File: src/rtl/muldiv_pkg.sv
// Shared definitions for the HI/LO multiply controller: multiplier state codes,
// controller state type and the operand magnitude helper.
package muldiv_pkg;

    localparam logic [5:0] MULT_IDLE = 6'd0;
    localparam logic [5:0] MULT_INIT = 6'd1;
    localparam logic [5:0] MULT_WORK = 6'd2;

    // Encoded with the multiplier's own codes so the state drives mult_state directly.
    typedef enum logic [5:0] {
        ST_IDLE = MULT_IDLE,
        ST_INIT = MULT_INIT,
        ST_WORK = MULT_WORK
    } state_e;

    function automatic logic [31:0] magnitude(input logic [31:0] v, input logic is_signed);
        return (is_signed && v[31]) ? (~v + 32'd1) : v;
    endfunction

endpackage

File: src/rtl/muldiv_sign_fix.sv
// Combinational sign handling around the unsigned multiplier: operand magnitudes
// going in, and two's-complement negation of the 64-bit product coming out.
module muldiv_sign_fix
    import muldiv_pkg::*;
(
    input  logic        is_signed,
    input  logic        neg,
    input  logic [31:0] rs_val,
    input  logic [31:0] rt_val,
    input  logic [63:0] product,
    output logic [31:0] lhs,
    output logic [31:0] rhs,
    output logic [63:0] result
);

    // -2^31 has no positive counterpart; its negation wraps to 32'h8000_0000,
    // which is exactly the unsigned magnitude the multiplier needs.
    assign lhs    = magnitude(rs_val, is_signed);
    assign rhs    = magnitude(rt_val, is_signed);
    assign result = neg ? (~product + 64'd1) : product;

endmodule

File: src/rtl/muldiv_ctrl.sv
// HI/LO multiply controller: sequences an external shift-add multiplier through
// IDLE/INIT/WORK, applies the sign fix-up and owns the architectural HI/LO.
module muldiv_ctrl
    import muldiv_pkg::*;
#(
    parameter int WATCHDOG = 48
) (
    input  logic        Clk,
    input  logic        reset,
    input  logic        start,
    input  logic        is_signed,
    input  logic [31:0] rs_val,
    input  logic [31:0] rt_val,
    input  logic        mthi,
    input  logic        mtlo,
    input  logic [31:0] wdata,
    output logic        busy,
    output logic        done,
    output logic        err,
    output logic [31:0] hi,
    output logic [31:0] lo,
    output logic [5:0]  mult_state,
    output logic [31:0] mult_lhs,
    output logic [31:0] mult_rhs,
    input  logic [63:0] mult_result,
    input  logic        mult_end
);

    localparam int CW = $clog2(WATCHDOG + 1);

    state_e        state;
    logic [CW-1:0] wd_cnt;
    logic [31:0]   op_rs;
    logic [31:0]   op_rt;
    logic          op_signed;
    logic          op_neg;
    logic [63:0]   fixed_result;

    // Operands are latched at start, so the multiplier inputs stay stable
    // for the whole INIT/WORK window regardless of what rs_val/rt_val do.
    muldiv_sign_fix u_sign_fix (
        .is_signed (op_signed),
        .neg       (op_neg),
        .rs_val    (op_rs),
        .rt_val    (op_rt),
        .product   (mult_result),
        .lhs       (mult_lhs),
        .rhs       (mult_rhs),
        .result    (fixed_result)
    );

    // NOTE: all state here uses non-blocking assignments so every register
    // samples pre-edge values; blocking would make ordering inside the block matter.
    always_ff @(posedge Clk or posedge reset) begin
        if (reset) begin
            state     <= ST_IDLE;
            wd_cnt    <= '0;
            op_rs     <= '0;
            op_rt     <= '0;
            op_signed <= 1'b0;
            op_neg    <= 1'b0;
            hi        <= '0;
            lo        <= '0;
            done      <= 1'b0;
            err       <= 1'b0;
        end else begin
            done <= 1'b0;
            case (state)
                ST_IDLE: begin
                    if (start) begin
                        op_rs     <= rs_val;
                        op_rt     <= rt_val;
                        op_signed <= is_signed;
                        op_neg    <= is_signed & (rs_val[31] ^ rt_val[31]);
                        state     <= ST_INIT;
                    end else begin
                        if (mthi) hi <= wdata;
                        if (mtlo) lo <= wdata;
                    end
                end
                // mult_end is still high from the multiplier's idle phase here,
                // so it is deliberately not looked at until WORK.
                ST_INIT: begin
                    wd_cnt <= '0;
                    state  <= ST_WORK;
                end
                ST_WORK: begin
                    if (mult_end) begin
                        {hi, lo} <= fixed_result;
                        done     <= 1'b1;
                        state    <= ST_IDLE;
                    end else if (wd_cnt == CW'(WATCHDOG - 1)) begin
                        err   <= 1'b1;
                        state <= ST_IDLE;
                    end else begin
                        wd_cnt <= wd_cnt + CW'(1);
                    end
                end
                default: state <= ST_IDLE;
            endcase
        end
    end

    assign busy       = (state != ST_IDLE);
    assign mult_state = state;

endmodule

File: config.mk
export PLATFORM = sky130hd
export DESIGN_NAME = muldiv_ctrl
export DESIGN_NICKNAME = d
export VERILOG_FILES = /design/src/rtl/muldiv_pkg.sv /design/src/rtl/muldiv_sign_fix.sv /design/src/rtl/muldiv_ctrl.sv
export SDC_FILE = /design/constraint.sdc
export NUM_CORES = 1
export LEC_CHECK = 0
export BUFFER_PORTS_ARGS = -buffer_cell sky130_fd_sc_hd__buf_2
export CAP_MARGIN = 10
export CORE_UTILIZATION = 45
export DETAILED_ROUTE_END_ITERATION = 10
export PLACE_DENSITY = 0.83
export SETUP_SLACK_MARGIN = 0.5
export SKIP_CTS_REPAIR_TIMING = 1
export SLEW_MARGIN = 25
export SYNTH_ARGS = -nofsm -noshare
export SYNTH_HDL_FRONTEND = slang
export SYNTH_SLANG_ARGS = --single-unit
export TNS_END_PERCENT = 20
File: constraint.sdc
create_clock -name Clk -period 5.25 [get_ports Clk]
set_input_delay 0.2625 -clock Clk [delete_from_list [all_inputs] [get_ports Clk]]
set_output_delay 0.2625 -clock Clk [all_outputs]
set_load 0.01 [all_outputs]
# Word-level counts from Yosys, hierarchy flattened
# Index checks and enable logic that the tools add are counted.
# totals
elab_cells	63
inputBits	167
out_inout_bits	137
regBits	144
# classes
bitwise	6
add_sub_neg	4
n_eq_ne	11
muxes	20
reduce_logical	12
# op_table
operator	count
$mux W32	8
$pmux W32 S2	2
$add A32 B1 Y32 const B	2
$add A64 B1 Y64 const B	1
$mux W64	1
$not A32 Y32	2
$not A64 Y64	1
$mux W6	5
$pmux W6 S3	1
$ne A2 B2 Y1 const B	7
$pmux W6 S2	1
$reduce_and A4 Y1	2
$add A6 B1 Y6 const B	1
$eq A6 B1 Y1 const B	1
$eq A6 B2 Y1 const B	1
$eq A6 B6 Y1 const B	1
$logic_not A6 Y1	1
$reduce_and A3 Y1	2
$reduce_bool A6 Y1	1
$reduce_and A2 Y1	2
$reduce_bool A2 Y1	2
$ne A3 B3 Y1 const B	1
$logic_and A1 B1 Y1	2
$mux W1	2
other kinds (3)	3

# Depth between registers and ports, before layout
# depth
depth_word	5
depth_mapped	9
mapped_depth_nobuf	8

# Cells and area by module
# From an unflattened synthesis, not the netlist that was laid out.
# hier_totals
hier_cells	943
area_unflattened_um2	8790.9
# by_module_without_submodules
mod	cells_per_inst	seq_area_each_um2	n_inst	area_per_inst_um2
muldiv_ctrl	520	3503.4	1	5873.1
muldiv_sign_fix	423	0.0	1	2917.8

# Worst setup path before layout
# No wires, ideal clock.
# synth_timing
path_kind	reg2out
startpoint	register op_rt[11]
endpoint	output port mult_rhs[31]
t_required_ns	4.988
arrival_time_ns	2.208
path_buffers	0
stages_incl_launch_ff	7
setup_slack_ns	2.780
cell_sequence	dfrtp_1 > or4_1 > nor4_1 > nand2_1 > nor3b_1 > nand3b_1 > a21boi_0
# synth_between
elab_chain_cells	3
# synth_rtl
item	line_no	source
from (decl)	muldiv_ctrl.sv:34	logic [31:0] op_rt;
from (signal assigned)	muldiv_ctrl.sv:72	op_rt <= rt_val;
$not A32 Y32	muldiv_pkg.sv:17	return (is_signed && v[31]) ? (~v + 32'd1) : v;
$add A32 B1 Y32	muldiv_pkg.sv:17	
$mux W32	muldiv_pkg.sv:17	
to (decl)	muldiv_ctrl.sv:24	output logic [31:0] mult_rhs,
# No other way between the ends.

# Final worst setup path
# layout_timing
startpoint	register op_rs[18]
endpoint	output port mult_lhs[29]
# layout_between
elab_chain_cells	3
# layout_rtl
item	line_no	source
from (decl)	muldiv_ctrl.sv:33	logic [31:0] op_rs;
from (signal assigned)	muldiv_ctrl.sv:71	op_rs <= rs_val;
$not A32 Y32	muldiv_pkg.sv:17	
$add A32 B1 Y32	muldiv_pkg.sv:17	
$mux W32	muldiv_pkg.sv:17	
to (decl)	muldiv_ctrl.sv:23	output logic [31:0] mult_lhs,
# No other way between the ends.

==> flow_metrics.env <==
export IMPL_async_flop_share=1.00
export IMPL_die_w_microns=140
export IMPL_cp_end_kind="primary output"
export IMPL_slew_headroom=0.407
export IMPL_wire_per_inst_microns=20.0
export IMPL_die_h_microns=140
export IMPL_crit_path_top_delay_cell="or4_1"
export IMPL_cts_tree="yes"
export IMPL_syn_avg_cell_area_sq_um=9.00
export IMPL_synth_seq_cells=140
export IMPL_cts_sinks=140
export IMPL_core_area_sq_um=18700
export IMPL_layoutNonFillerInstCount=1478
export IMPL_multi_input_area_sq_um=4810
export IMPL_rows=50
export IMPL_seq_area_sq_um=3500
export IMPL_portBuffers=299
export IMPL_critPathArrivalTime_ns=3.12
export IMPL_reg2reg_from="mult_state[1]$_DFFE_PP0P_"
export IMPL_initial_core_util=0.460
export IMPL_crit_cells=7
export IMPL_synth_adder_area_share=0.00582
export IMPL_setup_viol=0
export IMPL_drt_iter0_markers=663
export IMPL_place_gp_congestion=0.958
export IMPL_synth_warnings=0
export IMPL_path_max_fanout=5
export IMPL_whs_endpoint="op_rs[0]$_DFFE_PP0P_"
export IMPL_synth_edf_count=0
export IMPL_hold_start="rs_val[0]"
export IMPL_clock_root_buffer="clkbuf_16"
export IMPL_ant_nets=0
export IMPL_final_setup_tns_ns=0
export IMPL_final_layout_size_suffix_gt1_frac=0.328
export IMPL_layout_commonest_cell="buf_2"
export IMPL_crit_buf_inv=1
export IMPL_worst_pin_slew_ns=0.890
export IMPL_hold_viol=0
export IMPL_r2r_cells=7
export IMPL_clk_pin_slew_ns=0.06
export IMPL_synth_top_family_by_area="simple AND/OR/NAND/NOR gates"
export IMPL_grt_pass1_vias=8227
export IMPL_ir_drop_mv=0.247
export IMPL_cts_made_buffers=17
export IMPL_cp_start_kind="register"
export IMPL_overflow=0
export IMPL_die_area_sq_um=19700
export IMPL_crit_type="register to primary output"
export IMPL_fill_cells=1636
export IMPL_max_stage_delay_ns=0.60
export IMPL_worstHoldPathType="primary input to register"
export IMPL_grt_pass1_wl_microns=45600
export IMPL_leakagePower_nw=4.87
export IMPL_synthSimpleGateAreaFrac=0.179
export IMPL_fin_skew_ns=0.0127
export IMPL_insertion_delay_ns=0.42
export IMPL_rsz0062_at_grt="false"
export IMPL_antenna_found_initial=5
export IMPL_fin_crit_sh=0.645
export IMPL_required_ns=4.99
export IMPL_r2r_end="hi[29]$_DFFE_PP0P_"
export IMPL_synth_cell_types=58
export IMPL_synth_compound_area_frac=0.177
export IMPL_max_freq_mhz=295
export IMPL_netlist_instances=955
export IMPL_synth_area_mux_share=0.0780
export IMPL_yosysSeqAreaShare=0.408
export IMPL_drt_wl_total_microns=29600
export IMPL_power_density_nw_per_um2=643
export IMPL_cap_violations=0
export IMPL_htreeDepth=4
export IMPL_min_path_cells=3
export IMPL_ys_flop_type="dfrtp_1"
export IMPL_dp_cells=1444
export IMPL_track_usage=0.303
export IMPL_final_nets=1401
export IMPL_syn_to_final_growth_pct=26.5
export IMPL_drt_vias_per_instance=5.82
export IMPL_firstDrtPassIters=5
export IMPL_critPathTopFamily="simple AND/OR/NAND/NOR gates"
export IMPL_layout_common_cells="buf_2, dfrtp_1, nor2_1, nand2_1, xor2_1"
export IMPL_dp_hpwl_microns=22200
export IMPL_r2r_setup_slack_ns=2.56
export IMPL_slew_viol_final=0
export IMPL_layout_min_cycle_time_ns=3.39
export IMPL_pin_count=304
export IMPL_synthXorXnorAreaFrac=0.116
export IMPL_route_vias_total=8595
export IMPL_drc=0
export IMPL_path_cells="or4_1 -> nor4_1 -> nor3b_1 -> nand2_1 -> o21ai_0 -> xnor2_1 -> buf_2"
export IMPL_grt_max_degree=78
export IMPL_cts_max_path_buffers=2
export IMPL_synth_area_sq_um=8600
export IMPL_status="finished, final reports clean"
[through the flow]
stage               worst slack, ns  cell area [sq um]  hold WS, ns   util  power (mW)
detailed placement             2.18              10200        0.383  0.548        5.72
CTS                            1.83              10900      -0.0636  0.580        7.00
floorplan                      1.23               8610        0.363      -        4.29
global route                   1.68              10900       0.0544  0.581        7.42
finish                         1.86              10900       0.0580  0.581        6.99
global placement               2.31              10200        0.374  0.548        5.65
[cell families after synthesis]
logic type | after synthesis
adder cells (fa/ha/maj) | 4
XOR/XNOR | 114
AND/OR/NAND/NOR | 316
buffers and inverters | 76
AO/OA/AOI/OAI | 244
multiplexers | 60
flip-flops | 140
other | 1
[tightest hold or removal path, cell delays in order]
cell     delay (ns)
buf_2          0.07
nand2_1        0.03
o21ai_0        0.06
[cell type report]
type / instances / area share
well taps: 234 / 0.0269
multi-input cells: 742 / 0.442
repair buffers: 310 / 0.146
clock inverters: 12 / 0.0150
inverters: 19 / 0.00702
clock buffers: 19 / 0.0407
flip-flops and latches: 140 / 0.322
diodes: 2 / 0.000460
[sequential cells by signal, summed over array words and instances, names as in the netlist]
signal      cells
hi             32
lo             32
op_rs          32
op_rt          32
wd_cnt          6
mult_state      2
done            1
err             1
op_neg          1
op_signed       1
[cells in the mapped netlist, types with 8 or more instances]
cell      number  area, sq um
dfrtp_1      140         3500
a31oi_1       10         62.6
nand3_1       11         55.1
o21ai_0       69          345
nor4_1        11         68.8
xnor2_1       36          315
o41ai_1       15          131
or4_1         16          120
nor3_1        22          110
nand4_1        8         50.1
nand2_1       84          315
mux2_2        56          631
or3_1         16          100
nor2_1       106          398
a21oi_1       67          335
clkbuf_1      46          173
inv_1         18         67.6
o22ai_1       12         75.1
o31ai_1       28          210
xor2_1        78          683
[where the power goes]
part	switching, mW	internal (mW)
combinational	2.09	1.55
clock	0.490	0.763
sequential	0.490	1.60
[worst max path at each step]
stage | startpoint | endpoint
2_1_floorplan | reset | done$_DFF_PP0_
3_3_place_gp | mult_result[0] | hi[16]$_DFFE_PP0P_
3_5_place_dp | mult_result[0] | hi[16]$_DFFE_PP0P_
4_1_cts | op_rs[18]$_DFFE_PP0P_ | mult_lhs[29]
5_1_grt | op_rs[18]$_DFFE_PP0P_ | mult_lhs[29]
6_report | op_rs[18]$_DFFE_PP0P_ | mult_lhs[29]
[per-layer routing]
layer | up-vias | wire (microns) | GRT usage
met4 | 4 | 1310 | 0.155
li1 | 3991 | - | -
met1 | 4053 | 11300 | 0.356
met5 | - | 27 | 0
met2 | 480 | 14300 | 0.511
met3 | 67 | 2720 | 0.0776
No activity file was read; power rests on OpenSTA's default activity.
